[config.mk]
export PLATFORM = sky130hd
export DESIGN_NAME = mac_apb_stat_regs7
export DESIGN_NICKNAME = d
export VERILOG_FILES = /design/src/rtl/mac_regs_pkg7.sv /design/src/rtl/sat_counter7.sv /design/src/rtl/mac_apb_stat_regs7.sv
export SDC_FILE = /design/constraint.sdc
export NUM_CORES = 1
export LEC_CHECK = 0
export CAP_MARGIN = 5
export CORE_MARGIN = 5
export CORE_UTILIZATION = 58
export DETAILED_ROUTE_END_ITERATION = 10
export PLACE_DENSITY = 0.86
export RECOVER_POWER = 50
export SLEW_MARGIN = 40
export SYNTH_ARGS = -nofsm -noshare
export SYNTH_HDL_FRONTEND = slang
export SYNTH_SLANG_ARGS = --single-unit
[constraint.sdc]
create_clock -name pclk7 -period 8.66 [get_ports pclk7]
set_input_delay 2.598 -clock pclk7 [delete_from_list [all_inputs] [get_ports pclk7]]
set_output_delay 2.598 -clock pclk7 [all_outputs]
set_load 0.1 [all_outputs]
[src/rtl/mac_regs_pkg7.sv]
// Shared definitions for the MAC port APB register bank: register map,
// interrupt bit positions, default ID value and the APB slave FSM encoding.
package mac_regs_pkg7;

  localparam logic [7:0] ADDR_CTRL       = 8'h00;
  localparam logic [7:0] ADDR_STATUS     = 8'h04;
  localparam logic [7:0] ADDR_INT_STATUS = 8'h08;
  localparam logic [7:0] ADDR_INT_MASK   = 8'h0C;
  localparam logic [7:0] ADDR_CNT0       = 8'h10;
  localparam logic [7:0] ADDR_CNT1       = 8'h14;
  localparam logic [7:0] ADDR_CNT2       = 8'h18;
  localparam logic [7:0] ADDR_CNT3       = 8'h1C;
  localparam logic [7:0] ADDR_ID         = 8'h20;

  localparam int NUM_CNT  = 4;
  localparam int INT_CNT0 = 0;
  localparam int INT_CNT1 = 1;
  localparam int INT_CNT2 = 2;
  localparam int INT_CNT3 = 3;

  localparam logic [31:0] ID_VALUE_DEFAULT = 32'h4D41_4301;

  typedef enum logic [1:0] {
    ST_IDLE,
    ST_SETUP,
    ST_ACCESS
  } apb_state_e;

endpackage

[src/rtl/sat_counter7.sv]
// Saturating event counter with clear-on-read; sat_pulse flags every event
// that leaves the counter at its maximum value.
module sat_counter7 #(
  parameter int CNT_W = 16
) (
  input  logic             clk,
  input  logic             rst,
  input  logic             inc,
  input  logic             clr,
  output logic [CNT_W-1:0] value,
  output logic             sat_pulse
);

  localparam logic [CNT_W-1:0] MAX = '1;

  logic [CNT_W-1:0] value_q, value_d;

  // NOTE: every output of an always_comb gets a default first, so no path can infer a latch.
  always_comb begin
    value_d = value_q;
    if (clr) begin
      // An event landing on the clearing read is counted, not lost.
      value_d = inc ? CNT_W'(1) : '0;
    end else if (inc && (value_q != MAX)) begin
      value_d = value_q + CNT_W'(1);
    end
  end

  // NOTE: sequential state uses non-blocking assignments only.
  always_ff @(posedge clk) begin
    if (rst) value_q <= '0;
    else     value_q <= value_d;
  end

  assign value     = value_q;
  assign sat_pulse = inc && (value_d == MAX);

endmodule

[src/rtl/mac_apb_stat_regs7.sv]
// APB slave register bank for one MAC port: control/status, four saturating
// clear-on-read event counters, masked interrupt and programmable wait states.
module mac_apb_stat_regs7
  import mac_regs_pkg7::*;
#(
  parameter int unsigned WAIT_STATES = 2,
  parameter int unsigned CNT_W       = 16,
  parameter logic [31:0] ID_VALUE    = ID_VALUE_DEFAULT
) (
  input  logic        pclk7,
  input  logic        preset7,
  input  logic        psel7,
  input  logic        penable7,
  input  logic        pwrite7,
  input  logic [7:0]  paddr7,
  input  logic [31:0] pwdata7,
  output logic [31:0] prdata7,
  output logic        pready7,
  input  logic [3:0]  ev7,
  input  logic        link_up7,
  output logic [7:0]  ctrl7,
  output logic        irq7
);

  localparam logic [2:0] WS = 3'(WAIT_STATES);

  apb_state_e state_q, state_d;
  logic [2:0] wcnt_q, wcnt_d;
  logic       access_cyc;
  logic       wr_en, rd_en;
  logic [7:0] waddr;

  logic [7:0] ctrl_q, ctrl_d;
  logic [3:0] int_status_q, int_status_d;
  logic [3:0] int_mask_q, int_mask_d;
  logic       irq_q;
  logic [3:0] w1c;
  logic [31:0] rdata;

  logic [CNT_W-1:0] cnt_val [NUM_CNT];
  logic [31:0]      cnt_ext [NUM_CNT];
  logic [3:0]       cnt_clr;
  logic [3:0]       sat_pulse;

  logic unused_bits;
  assign unused_bits = ^{pwdata7[31:8], paddr7[1:0]};

  // The first access cycle is seen while the FSM is still in SETUP, which keeps
  // WAIT_STATES=0 a two-cycle transfer.
  assign access_cyc = psel7 && penable7 && (state_q != ST_IDLE);
  assign pready7    = access_cyc && (wcnt_q == WS);
  assign wr_en      = pready7 && pwrite7;
  assign rd_en      = pready7 && !pwrite7;
  assign waddr      = {paddr7[7:2], 2'b00};

  always_comb begin
    state_d = state_q;
    wcnt_d  = wcnt_q;
    case (state_q)
      ST_IDLE: begin
        wcnt_d = '0;
        if (psel7 && !penable7) state_d = ST_SETUP;
      end
      ST_SETUP, ST_ACCESS: begin
        if (!psel7) begin
          state_d = ST_IDLE;
          wcnt_d  = '0;
        end else if (penable7) begin
          if (pready7) begin
            state_d = ST_IDLE;
            wcnt_d  = '0;
          end else begin
            state_d = ST_ACCESS;
            wcnt_d  = wcnt_q + 3'd1;
          end
        end else begin
          state_d = ST_SETUP;
          wcnt_d  = '0;
        end
      end
      default: begin
        state_d = ST_IDLE;
        wcnt_d  = '0;
      end
    endcase
  end

  for (genvar k = 0; k < NUM_CNT; k++) begin : g_cnt
    localparam logic [7:0] CNT_ADDR = ADDR_CNT0 + 8'(4 * k);

    assign cnt_clr[k] = rd_en && (waddr == CNT_ADDR);
    assign cnt_ext[k] = 32'(cnt_val[k]);

    sat_counter7 #(.CNT_W(CNT_W)) u_cnt (
      .clk       (pclk7),
      .rst       (preset7),
      .inc       (ev7[k]),
      .clr       (cnt_clr[k]),
      .value     (cnt_val[k]),
      .sat_pulse (sat_pulse[k])
    );
  end

  always_comb begin
    ctrl_d     = ctrl_q;
    int_mask_d = int_mask_q;
    w1c        = '0;
    if (wr_en) begin
      case (waddr)
        ADDR_CTRL:       ctrl_d     = pwdata7[7:0];
        ADDR_INT_STATUS: w1c        = pwdata7[3:0];
        ADDR_INT_MASK:   int_mask_d = pwdata7[3:0];
        default:         ;
      endcase
    end
    // A saturation event in the W1C cycle wins over the clear.
    int_status_d = (int_status_q & ~w1c) | sat_pulse;
  end

  always_comb begin
    rdata = '0;
    case (waddr)
      ADDR_CTRL:       rdata = {24'b0, ctrl_q};
      ADDR_STATUS:     rdata = {31'b0, link_up7};
      ADDR_INT_STATUS: rdata = {28'b0, int_status_q};
      ADDR_INT_MASK:   rdata = {28'b0, int_mask_q};
      ADDR_CNT0:       rdata = cnt_ext[INT_CNT0];
      ADDR_CNT1:       rdata = cnt_ext[INT_CNT1];
      ADDR_CNT2:       rdata = cnt_ext[INT_CNT2];
      ADDR_CNT3:       rdata = cnt_ext[INT_CNT3];
      ADDR_ID:         rdata = ID_VALUE;
      default:         rdata = '0;
    endcase
  end

  assign prdata7 = pready7 ? rdata : '0;

  always_ff @(posedge pclk7) begin
    if (preset7) begin
      state_q      <= ST_IDLE;
      wcnt_q       <= '0;
      ctrl_q       <= '0;
      int_status_q <= '0;
      int_mask_q   <= '0;
      irq_q        <= 1'b0;
    end else begin
      state_q      <= state_d;
      wcnt_q       <= wcnt_d;
      ctrl_q       <= ctrl_d;
      int_status_q <= int_status_d;
      int_mask_q   <= int_mask_d;
      irq_q        <= |(int_status_q & int_mask_q);
    end
  end

  assign ctrl7 = ctrl_q;
  assign irq7  = irq_q;

endmodule

# ---- Yosys cells after proc, flatten, opt, wreduce, memory -nomap -nowiden
# Cells that the tools add are included.
dict set report word_totals {
  latch_bits 0
  reg_bits 86
  mem_bits_rw 0
  rom_bits 0
  output_inout_bits 42
  mem_count 0
  word_cells 91
}
dict set report classes {
  bitwise 7
  shifts 0
  order_cmp 0
  n_reduce_logical 28
  n_mux 21
  n_div 0
  add_sub_neg 5
  n_mul 0
  eq_ne 20
}
# operator count
set ops {}
lappend ops {{case mux 31 bit (9 select lines)} 1}
lappend ops {{two-way mux 16 bit} 8}
lappend ops {{adder 16 x 1 -> 16 bit, second input constant} 4}
lappend ops {{equality test 16 bit, second input constant} 4}
lappend ops {{inequality test 16 bit, second input constant} 4}
lappend ops {{two-way mux 32 bit} 1}
lappend ops {{equality test 6 x 3 -> 1 bit, second input constant} 4}
lappend ops {{logical AND 1 bit} 18}
lappend ops {{equality test 6 x 2 -> 1 bit, second input constant} 2}
lappend ops {{bitwise AND 4 bit} 2}
lappend ops {{logical NOT 8 bit} 1}
lappend ops {{two-way mux 2 bit} 4}
lappend ops {{two-way mux 4 bit} 2}
lappend ops {{equality test 6 x 1 -> 1 bit, second input constant} 1}
lappend ops {{equality test 6 x 4 -> 1 bit, second input constant} 1}
lappend ops {{OR reduction 5 bit} 1}
lappend ops {{two-way mux 1 bit} 4}
lappend ops {{inverter 4 bit} 1}
lappend ops {{OR 4 bit} 1}
lappend ops {{case mux 2 bit (2 select lines)} 1}
lappend ops {{AND reduction 2 bit} 2}
lappend ops {{OR reduction 4 bit} 1}
lappend ops {{adder 3 x 1 -> 3 bit, second input constant} 1}
lappend ops {{equality test 3 x 2 -> 1 bit, second input constant} 1}
lappend ops {{other kinds (8)} 11}

# ---- Logic depth before layout (Yosys ltp)
# Gate-level depths: netlist of run 1.
dict set report logic_depth {
  depth_word 9
  depth_mapped 9
  depth_no_buf 9
}

# ---- By module
# From an unflattened synthesis of run 1, not the netlist that was laid out.
dict set report unflattened {
  hier_cells 686
  area_unflattened_um2 5579.1
}
# module n_inst area_each_um2 cells_each
set modules_own_cells {}
lappend modules_own_cells {{sat_counter7 (g_cnt[2].u_cnt ...)} 2 982.2 121}
lappend modules_own_cells {{sat_counter7 (g_cnt[0].u_cnt ...)} 2 932.1 114}
lappend modules_own_cells {mac_apb_stat_regs7 1 1750.4 216}

# ---- Worst setup path before layout of run 1
# Ideal clock, no wire load.
dict set report synth_timing {
  kind {input-to-output}
  start {input psel7}
  end {output prdata7[14]}
  n_path_buf 1
  cell_stages 6
  required_ns 6.062
  arrival_time_ns 5.392
  slack_ns 0.670
  cell_sequence {and2_1 -> nand2_1 -> inv_1 -> nand3_1 -> clkbuf_1 -> a21oi_1}
}
dict set report synth_via {
  elab_chain_len 4
}
# item line
set synth_lines {}
lappend synth_lines {{start, declared} mac_apb_stat_regs7.sv:12} ;# input logic psel7,
lappend synth_lines {{logical AND 1 bit (2 in series)} mac_apb_stat_regs7.sv:50} ;# assign access_cyc = psel7 && penable7 && (state_q != ST_IDLE);
lappend synth_lines {{logical AND 1 bit} mac_apb_stat_regs7.sv:51} ;# assign pready7 = access_cyc && (wcnt_q == WS);
lappend synth_lines {{via pready7} mac_apb_stat_regs7.sv:18} ;# output logic pready7,
lappend synth_lines {{two-way mux 32 bit} mac_apb_stat_regs7.sv:136} ;# assign prdata7 = pready7 ? rdata : '0;
lappend synth_lines {{end, declared} mac_apb_stat_regs7.sv:17} ;# output logic [31:0] prdata7,
# The timed path passes the listed nets, and every way through them passes these cells.

# ---- Worst setup path after layout of run 1
dict set report layout_timing {
  start {input paddr7[5]}
  end {output prdata7[11]}
}
dict set report layout_via {
  elab_chain_len 3
  elab_cells_between_ends 11
  cone_classes {eq/ne (8); mux (2); reduce/logical (1)}
}
# item line
set layout_lines {}
lappend layout_lines {{start, declared} mac_apb_stat_regs7.sv:15} ;# input logic [7:0] paddr7,
lappend layout_lines {{equality test 6 x 4 -> 1 bit, or another cell as far along} mac_apb_stat_regs7.sv:122} ;# case (waddr)
lappend layout_lines {{case mux 31 bit (9 select lines) *} mac_apb_stat_regs7.sv:122}
lappend layout_lines {{two-way mux 32 bit *} mac_apb_stat_regs7.sv:136}
# Every way passes the cells marked *; elsewhere a longest branch is shown, timed or not.

==> qor.yml, run 1 <==
layout:
  nets: 744
  fin_cells: 820
  layout_common_cells: "dfxtp_1 (86), nor2_1 (82), nand2_1 (54), nand3_1 (40), a21oi_1 (37)"
  area_growth_pct: 15.2
  diodes: 0
  final_common_cell: "dfxtp_1"
  layout-drive-gt1-share_pct: 11.0
setup_path:
  crit_type: "in -> out"
  crit_required_ns: 6.06
  cpPeakStageDelay_ns: 0.59
  critPathBufInv: 3
  cp_slowest_cell: "dlygate4sd3_1"
  crit_path_end_kind: "output pin"
  path_cells: "dlygate4sd3_1, nor4b_1, clkbuf_1, nand4_1, nor2b_1, buf_12"
  path_max_fanout: 15
  reg2reg_slack_ns: 5.77
  path_delay_family: "buffers and inverters"
  worstSetupStartpointType: "input port"
  r2r-start: "state_q[0]"
  cp.arrival_ns: 5.15
  critPathLaunch: "paddr7[5]"
floorplanning:
  floorplan.initialDensity_pct: 59.6
  die_y_um: 107
  ios: 92
  num_rows: 35
  coreArea_um2: 9240
  die-width_um: 107
  die_area_um2: 11600
sta:
  slew_headroom_pct: -5.52
  worst_slew_pin_slew_ns: 1.58
  final-setup-viol-count: 0
  slew_violations: 32
  rsz0062_at_grt: "false"
  hold_slack_ns: 0.495
  finalHoldViolCount: 0
  clock.fmax_mhz: 129
  fin_skew_ns: 0.00802
  setup_ws_ns: 0.913
  finalCritPeriodShare_pct: 89.5
  finalSetupTns_ns: 0
  layout_min_cycle_time_ns: 7.75
synth:
  yosys_most_used_dff: "dfxtp_1"
  synth.yosys.seq_area_share_pct: 31.2
  ys_seq_elements: 86
  synth_cell_types: 80
  synth-edff-count: 0
  ys_warn_count: 0
  synthTopCellsByArea: "dfxtp_1 (31%), mux4_2 (6.9%), nor2_1 (5.6%)"
  synth_area_um2: 5510
  avgSynthCellArea_um2: 8.38
  yosysTopAreaCell: "dfxtp_1"
  synthCells: 658
  synth.top_cell.area_share_pct: 31.2
  synthArstFlopShare_pct: 0
global_routing:
  grt_pass1_vias: 4954
  grt.total_usage_pct: 27.0
  gr-total-overflow: 0
  grt_max_degree: 32
  antenna_found_initial: 0
  grt_pass1_wl_um: 24900
placement:
  dp_cells: 804
  pre_cts_slack_ns: 1.16
  gp_congestion: 0.929
  dp_hpwl_um: 11500
  portBuffers: 55
hold_path:
  hold_class: "reg -> reg"
  hold_start: "wcnt_q[0]"
routing:
  vias_per_cell: 6.43
  drt-initial-drc-count: 452
  ant_nets: 0
  wl_um: 15300
  wl_per_cell_um: 18.7
  vias: 5274
  drc: 0
  drtPass1Iterations: 5
status:
  status: "finished, violations left"
  failed_checks: "max-capacitance violations, max-slew violations"
clocking:
  cts_tree: "done"
  cts_hold_buf: 0
  htreeDepth: 3
  clock-sinks: 86
  numCtsBuffers: 9
  clockBufferDepth: 2
  cts_resized: 0
  clkTransAtPathRegs_ns: 0.09
  cts_setup_buffers: 0
  root_buffer: "clkbuf_8"
  worstSkewPairLatency_ns: 0.36
pwr:
  leakagePower_uw: 0.00212
  power_density_nw_per_um2: 121
  ir_drop_mv: 0.0671
run:
  cap_violations: 1
cells by family (layout without fill, tap and decap cells):
logic type | count (synthesis) | in the layout | synth area share [%]
fa+ha+maj | 8 | 8 | 1.82
flops | 86 | 86 | 31.2
compound gates | 123 | 123 | 16.1
xor+xnor | 44 | 44 | 6.99
other cells | 1 | 10 | 0.0680
mux | 28 | 28 | 9.01
buf+inv | 64 | 88 | 5.86
simple gates | 304 | 304 | 29.0
synth_stat cells, types with 5 or more instances:
cell type	instances
and2_1	7
nand2b_1	5
nor2_1	82
dfxtp_1	86
nand4_1	24
buf_4	15
mux4_2	17
o21ai_0	22
buf_2	12
and4_1	5
nor3_1	23
nand3_1	40
a21oi_1	37
xor2_1	25
a22oi_1	9
clkbuf_1	19
mux2i_1	8
inv_1	12
and3_1	9
nor2b_1	16
xnor2_1	19
or3_1	9
nand2_1	54
ha_1	8
state kept, by name, indices dropped and copies added, names as in the netlist:
register / cells
state_q: 2
int_mask_q: 4
g_cnt.u_cnt.value: 64
int_status_q: 4
irq7: 1
ctrl7: 8
wcnt_q: 3
routing by layer:
layer  track usage (%)  part of all wire, %  vias to the layer above
met5                 0                    0                        -
met4              12.1                  4.0                        0
met3              4.86                  9.1                       58
met2              45.2                   49                      304
met1              33.8                   38                     2488
li1                  -                    -                     2424
path summary, 6_finish.rpt:
path,endpoint,cells past startpoint
worst max-delay path,prdata7[11],6
worst min-delay path,wcnt_q[0],1
worst max register to register,int_status_q[2],8
worst min register to register,wcnt_q[0],1
worst reg2reg max path: cells and delay by family (launching register included):
family | cells | cell delay, ns
buffers and inverters | 1 | 0.06
adder cells (fa/ha/maj) | 1 | 0.25
AND/OR/NAND/NOR | 3 | 1.26
AO/OA/AOI/OAI | 3 | 0.87
flip-flops | 1 | 0.37
power by group:
| part | internal [uW] | leakage [uW] | switching, uW | total, uW |
|---|---|---|---|---|
| clock | 141 | 0.0000955 | 146 | 288 |
| combinational | 25.6 | 0.00133 | 51.2 | 76.8 |
| sequential | 399 | 0.000694 | 6.25 | 405 |
layout make-up:
class	count	area, um^2
flip-flops and latches	86	1720
multi-input cells	517	3480
clock inverters	5	58.8
fillers	721	2890
repair buffers	60	739
inverters	12	45.0
well taps	129	161
clock buffers	11	141
through the flow:
| stage | util [%] | cell area (um^2) | power [uW] |
|---|---|---|---|
| floorplan | - | 5550 | 471 |
| global placement | 67.5 | 6240 | 489 |
| detailed placement | 67.0 | 6190 | 491 |
| CTS | 69.1 | 6390 | 776 |
| global route | 68.7 | 6350 | 799 |
| finish | 68.7 | 6350 | 769 |
Power figures use the tool's default switching activity.
==> run 2, diff against run 1 <==
CAP_MARGIN = unset   (was 5)
==> results of run 2 <==
The final DEF is identical to that of run 1; final timing and power are the same.
